### src/rtl/regfile_write_arbiter.sv
`default_nettype none
// ============================================================================
//  Module   : regfile_write_arbiter
//  Purpose  : Owns the single write port of register_bank. After reset it
//             writes INIT_VALUE into every register. It then shares the port
//             between two writeback requesters using valid/ready handshakes
//             and round-robin priority.
//  Ports    : clk, reset            - clock, synchronous active-high reset
//             req{0,1}Valid/Reg/Data - requester write request
//             req{0,1}Ready          - requester accepted this cycle
//             regWrite/writeRegister/writeData - register_bank write port
//             initDone               - init sweep finished (until next reset)
//             grantId                - most recently granted requester
//  Revision : 1.0 - initial release
// ============================================================================
module regfile_write_arbiter #(
    parameter int                NUM_REGS   = 32,
    parameter int                ADDR_W     = 5,
    parameter int                DATA_W     = 32,
    parameter logic [DATA_W-1:0] INIT_VALUE = '0
) (
    input  logic              clk,
    input  logic              reset,

    input  logic              req0Valid,
    input  logic [ADDR_W-1:0] req0Reg,
    input  logic [DATA_W-1:0] req0Data,
    output logic              req0Ready,

    input  logic              req1Valid,
    input  logic [ADDR_W-1:0] req1Reg,
    input  logic [DATA_W-1:0] req1Data,
    output logic              req1Ready,

    output logic              regWrite,
    output logic [ADDR_W-1:0] writeRegister,
    output logic [DATA_W-1:0] writeData,
    output logic              initDone,
    output logic              grantId
);

    // The init counter must be able to hold NUM_REGS itself: that value marks
    // the extra edge on which init hands over to RUN.
    localparam int CNT_W = $clog2(NUM_REGS + 1);

    typedef enum logic [0:0] {
        ST_INIT = 1'b0,
        ST_RUN  = 1'b1
    } state_t;

    state_t            r_state;
    logic [CNT_W-1:0]  r_cnt;
    logic              r_ptr;      // requester favoured when both are valid

    logic              w_run;
    logic              w_both;
    logic              w_gid;
    logic              w_xfer;
    logic [ADDR_W-1:0] w_sel_reg;
    logic [DATA_W-1:0] w_sel_data;

    // ------------------------------------------------------------------------
    // Arbitration. A lone valid requester wins regardless of the pointer so
    // the port never idles while work is pending; the pointer only breaks
    // ties.
    // ------------------------------------------------------------------------
    always_comb begin
        w_run  = (r_state == ST_RUN);
        w_both = req0Valid & req1Valid;
        if (w_both) begin
            w_gid = r_ptr;
        end else begin
            w_gid = req1Valid;
        end
        w_xfer     = w_run & (req0Valid | req1Valid);
        w_sel_reg  = w_gid ? req1Reg  : req0Reg;
        w_sel_data = w_gid ? req1Data : req0Data;
    end

    // Ready depends only on valid, state and pointer - never on ready itself.
    assign req0Ready = w_run & req0Valid & ~w_gid;
    assign req1Ready = w_run & req1Valid &  w_gid;

    // ------------------------------------------------------------------------
    // Sequencer / write-port registers
    // ------------------------------------------------------------------------
    always_ff @(posedge clk) begin
        if (reset) begin
            r_state       <= ST_INIT;
            r_cnt         <= '0;
            r_ptr         <= 1'b0;
            regWrite      <= 1'b0;
            writeRegister <= '0;
            writeData     <= '0;
            initDone      <= 1'b0;
            grantId       <= 1'b0;
        end else begin
            case (r_state)
                ST_INIT: begin
                    if (r_cnt == CNT_W'(NUM_REGS)) begin
                        // Last register was presented on the previous edge.
                        r_state  <= ST_RUN;
                        regWrite <= 1'b0;
                        initDone <= 1'b1;
                    end else begin
                        regWrite      <= 1'b1;
                        writeRegister <= ADDR_W'(r_cnt);
                        writeData     <= INIT_VALUE;
                        r_cnt         <= r_cnt + CNT_W'(1);
                    end
                end

                ST_RUN: begin
                    if (w_xfer) begin
                        writeRegister <= w_sel_reg;
                        writeData     <= w_sel_data;
                        grantId       <= w_gid;
                        r_ptr         <= ~w_gid;
                        // Register 0 is architecturally constant: the request
                        // is accepted but never reaches the bank.
                        regWrite      <= (w_sel_reg != '0);
                    end else begin
                        // Address/data hold; only the enable drops.
                        regWrite <= 1'b0;
                    end
                end

                default: begin
                    r_state <= ST_INIT;
                end
            endcase
        end
    end

endmodule
`default_nettype wire

### config.mk
export PLATFORM = sky130hd
export DESIGN_NAME = regfile_write_arbiter
export DESIGN_NICKNAME = d
export VERILOG_FILES = /design/src/rtl/regfile_write_arbiter.sv
export SDC_FILE = /design/constraint.sdc
export NUM_CORES = 1
export LEC_CHECK = 0
export CORE_ASPECT_RATIO = 0.7
export CORE_MARGIN = 2
export CORE_UTILIZATION = 39
export CTS_CLUSTER_DIAMETER = 200
export DETAILED_ROUTE_END_ITERATION = 10
export HOLD_SLACK_MARGIN = 0.03
export PLACE_DENSITY = 0.92
export SLEW_MARGIN = 20
export SYNTH_ARGS = -nofsm -noshare
export SYNTH_HDL_FRONTEND = slang
export SYNTH_SLANG_ARGS = --single-unit
### constraint.sdc
create_clock -name clk -period 2.38 [get_ports clk]
set_input_delay 0.595 -clock clk [delete_from_list [all_inputs] [get_ports clk]]
set_output_delay 0.595 -clock clk [all_outputs]
set_load 0.005 [all_outputs]
# Word-level counts from Yosys, hierarchy flattened
# Index checks and enable logic that the tools add are counted.
# classes
bitwise	10
n_addsub	1
reduce_logical	5
n_eq_ne	3
n_mux	14
# ops
cell	count
32-bit 2-to-1 mux	3
32-bit case mux with 2 select lines	1
5-bit 2-to-1 mux	3
5-bit case mux with 2 select lines	1
2-bit AND reduction	4
6-bit by 1-bit adder with 6-bit output (second input constant)	1
1-bit bitwise AND	6
6-bit == test (second input constant)	1
1-bit 2-to-1 mux	5
5-bit nonzero test	1
1-bit NOT	3
2-bit by 1-bit != test with 1-bit output (second input constant)	1
2-bit != test (second input constant)	1
1-bit case mux with 2 select lines	1
1-bit OR	1
# word_totals
ff_bits	48
word_cells	41

# Logic depth before layout (Yosys ltp)
# depth
ltp_word	6
depth_mapped	7

# Worst setup path after synthesis
# OpenSTA, ideal clock, no wires.
# synth_timing
path_type	input-to-output
startpoint	input port req0Valid
endpoint	output port req0Ready
path_buffers	3
required_time_ns	1.785
setup_slack_ns	0.294
stages	6
arrival_time_ns	1.491
path_cell_list	nor2b_1 > buf_2 > nand2b_1 > buf_6 > buf_4 > and3_1
# synth_via
elab_chain_len	4
elab_cells_between_ends	5
classes_between	1 x mux; 4 x bitwise
# synth_rtl
element	line	text
from (decl)	25	input logic req0Valid,
1-bit bitwise AND	69	w_both = req0Valid & req1Valid;
1-bit 2-to-1 mux	70	if (w_both) begin
1-bit NOT	81	assign req0Ready = w_run & req0Valid & ~w_gid;
1-bit bitwise AND *	81	
to (decl)	28	output logic req0Ready,
# Mark *: on every way between the ends. The rest lies on a longest branch, timed or not.

# Worst setup path in the final report
# layout_timing
startpoint	input port req1Valid
endpoint	output port req0Ready
# layout_via
elab_chain_len	4
# layout_rtl
element	line	text
from (decl)	30	input logic req1Valid,
1-bit bitwise AND	69	
1-bit 2-to-1 mux *	70	
1-bit NOT *	81	
1-bit bitwise AND *	81	
# Marks and branches as above.

==> impl_metrics.csv <==
group,metric,value,unit
worst_setup_path,timing.critical_path.arrival,1.69,ns
worst_hold_path,worstHoldPathType,"reg -> reg",
timing,final_period_minus_worst_setup_slack,2.289,ns
global_route,global_route_wire_length_before_repair,9370,um
worst_setup_path,critical_path.n_buffers_inverters,2,
logic_synthesis,syn_nets,282,
status,result_of_the_run,"complete, no violations",
clocking,cts_tree,"built",
logic_synthesis,ys_top_cells_by_count,"dfxtp_1, mux2i_1, o2bb2ai_1",
timing,layout_worst_path_cycle_share,96.18,%
worst_setup_path,worst-r2r-cell-count,5,
global_route,first_global_vias,1997,
drt,drt-pass1-iter-count,4,
power_and_ir_drop,power_leakage,1.481,nW
timing,relSlewSlack,72.32,%
global_route,grt_antenna_before_repair,0,
timing,setup_repair_after_global_routing_missed_its_margin,"no",
worst_setup_path,cp_top_family,"buffers and inverters",
worst_hold_path,hold_start,"writeData[19]",
worst_hold_path,timing.hold.worst_endpoint,"writeData[19]",
timing,finalHoldViolations,0,
die,fp.dieArea,6202,um2
placement,placement.cell_area,3460,um2
die,die_w,93.28,um
worst_setup_path,startpoint_type,"primary input",
logic_synthesis,avgSynthCellArea,10.77,um2
worst_setup_path,wp_depth,4,
clocking,clock_tree.root_cell,"clkbuf_8",
logic_synthesis,synthDominantAreaCellType,"dfxtp_1",
clocking,clock-sinks,48,
logic_synthesis,netlist_area,2176,um2
worst_setup_path,path_max_fanout,4,
clocking,htree_num_levels,2,
worst_setup_path,cpPeakStageDelay,0.57,ns
power_and_ir_drop,cellPowerDensity,475.1,nW/um2
timing,count_of_final_setup_violators,0,
finish,num-fill-cells,429,
finish,num-nets-final,405,
worst_hold_path,holdPathStages,1,
worst_setup_path,r2r_slack,0.84,ns
clocking,clock_latency,0.30,ns
worst_setup_path,worst_r2r_endpoint,"writeData[14]",
die,initial_utilization,40.96,%
worst_setup_path,critical_path.startpoint,"req1Valid",
clocking,clkTransAtPathRegs,0.08,ns
logic_synthesis,synth.top_cell.area_share,44.16,%
global_route,gr-usage-all-layers,19.27,%
drt,drt_first_iter_violations,54,
logic_synthesis,synth_cell_types,39,
run,max_cap_check_violation_count,0,
die,std_cell_rows,22,
power_and_ir_drop,power.ir.vdd_worst,0.0002592,V
drt,routedLengthMet1,2502,um
drt,top_layer,"met4",
die,floorplan.die.height,66.49,um
die,floorplan.core_area,5313,um2
global_route,gr-total-overflow,0,
timing,fmaxAchievable,436.9,MHz
logic_synthesis,synthArstFlopShare,0,%
logic_synthesis,synth_seq_area_share,44.16,%
timing,clock-skew-final,0.01004,ns
die,num_io_pins,120,
worst_setup_path,critical_path.endpoint_type,"output pin",
clocking,tritoncts_buffers,5,
logic_synthesis,synth_top_flop_cell,"dfxtp_1",
finish,antenna-diode-count,0,
drt,detail_route.wirelength,5915,um
logic_synthesis,synth_warnings,0,
clocking,number_of_hold_buffers_added_after_cts,0,
worst_setup_path,crit_type,"in -> out",
worst_setup_path,critical_path.cell_chain,"clkdlybuf4s50_1 -> nand2b_4 -> and3_1 -> dlygate4sd2_1",
finish,drive_gt1_share,8.896,%
global_route,grt_max_degree,27,
logic_synthesis,yosys.cell_count.top_type,"dfxtp_1",
drt,wl_met2,2741,um
logic_synthesis,post_synth_inst_count,202,
placement,gpl.final_weighted_congestion,0.8489,
worst_setup_path,worst-endpoint-required,1.78,ns
drt,detail_route.drc_violations,0,
placement,hpwlAfterDp,4555,um
logic_synthesis,flip_flop_and_latch_count_after_synthesis,48,
clocking,clock_tree.buffer_depth,2,
drt,drt-wirelength-per-cell,14.86,um
finish,layout-area-overhead-vs-synth,65.50,%
drt,wl_met3,590,um
logic_synthesis,synth.area.top_cells,"dfxtp_1, mux2i_1, o2bb2ai_1, buf_6, nor2_1",
drt,route.antenna.remaining_nets,0,
drt,via_density_per_instance,5.146,
placement,placedCellCount,390,
worst_setup_path,r2r-start,"r_cnt[2]",
drt,detailroute.via_count,2048,
timing,worst_slew_pin_slew,0.4151,ns
placement,place.port_buffers,119,
worst_setup_path,critical-path-slowest-cell,"clkdlybuf4s50_1",
timing,total_count_of_max_transition_violations_in_the_final_report,0,
finish,layout.cells.non_filler,398,
logic_synthesis,number_of_synthesized_flops_with_an_enable_pin,0,
finish,design_area,3601,um2
==> what timing repair did <==
| action | in CTS | in global routing |
|---|---|---|
| setup buffers | 0 | 0 |
| setup endpoints to repair | 2 | 1 |
| gates resized for setup | 6 | 1 |
==> power by group <==
group          internal, W  leakage [nW]  switching, W
Clock             0.000371        0.0645      0.000274
Combinational     0.000168          1.03     0.0000776
Sequential        0.000811         0.388    0.00000970
Total              0.00135          1.48      0.000361
==> placed cells by master (no fill, tap or decap), types with 2 or more instances in the layout <==
| cell type | instances |
|---|---|
| clkdlybuf4s50_1 | 116 |
| dfxtp_1 | 48 |
| mux2i_1 | 33 |
| o2bb2ai_1 | 32 |
| nor2_1 | 12 |
| buf_4 | 11 |
| inv_1 | 8 |
| clkbuf_8 | 7 |
| o21ai_0 | 5 |
| a21oi_1 | 4 |
| a31oi_1 | 4 |
| o211a_1 | 3 |
| xor2_1 | 3 |
| nand3b_1 | 3 |
| a22o_1 | 3 |
| o211ai_1 | 2 |
| o2bb2ai_2 | 2 |
| nand3_1 | 2 |
| xnor2_1 | 2 |
| ha_1 | 2 |
| dlygate4sd2_1 | 2 |
==> cell families (layout without fill, tap and decap cells) <==
logic type,after synthesis,count (layout),synth area share (%)
compound gates,60,60,23.06
flops,48,48,44.16
fa+ha+maj,2,2,1.150
buf+inv,23,147,6.095
xor+xnor,5,5,2.013
simple gates,31,31,8.339
mux,33,33,15.18
==> worst reg2reg max path: stages (launching register included) <==
cell       delay [ns]
dfxtp_1          0.37
nor4b_4          0.35
nand3_2          0.20
a21oi_4          0.21
buf_12           0.19
o2bb2ai_1        0.14
==> routing by layer <==
metal / track usage (%) / vias up
met4: 6.618 / 0
met1: 22.83 / 960
li1: - / 994
met5: 0 / -
met2: 31.65 / 84
met3: 8.032 / 10
==> area by class of cell <==
cell class,instances,area [um2],area share [%]
Timing Repair Buffer,131,1294,35.93
Multi-Input combinational cell,131,1100,30.54
Sequential cell,48,960.9,26.69
Clock buffer,7,96.34,2.675
Tap cell,72,90.09,2.502
Clock inverter,1,30.03,0.8339
Inverter,8,30.03,0.8339
==> stage by stage <==
| step | power, W | hold slack, ns | utilization [%] | TNS, ns | setup slack [ns] |
|---|---|---|---|---|---|
| 4_1_cts | 0.001725 | 0.4679 | 67.73 | 0 | 0.01092 |
| 6_report | 0.001711 | 0.4661 | 67.78 | 0 | 0.09100 |
| 3_5_place_dp | 0.001084 | 0.4480 | 65.12 | -0.5800 | -0.3055 |
| 3_3_place_gp | 0.001077 | 0.4430 | 65.12 | -0.4500 | -0.2577 |
| 2_1_floorplan | 0.0009244 | 0.4421 | - | 0 | 0.2941 |
| 5_1_grt | 0.001772 | 0.4821 | 67.78 | 0 | 0.06616 |
==> state kept, by name (all words and copies together) (netlist names) <==
register,count
grantId,1
writeRegister,5
regWrite,1
initDone,1
r_ptr,1
r_state,1
writeData,32
r_cnt,6
==> worst max path at each step <==
stage,endpoint,slack [ns]
finish,req0Ready,0.09
global route,req0Ready,0.07
CTS,req0Ready,0.01
detailed placement,req0Ready,-0.31
global placement,req0Ready,-0.26
floorplan,req0Ready,0.29
(Power assumes the default switching activity.)
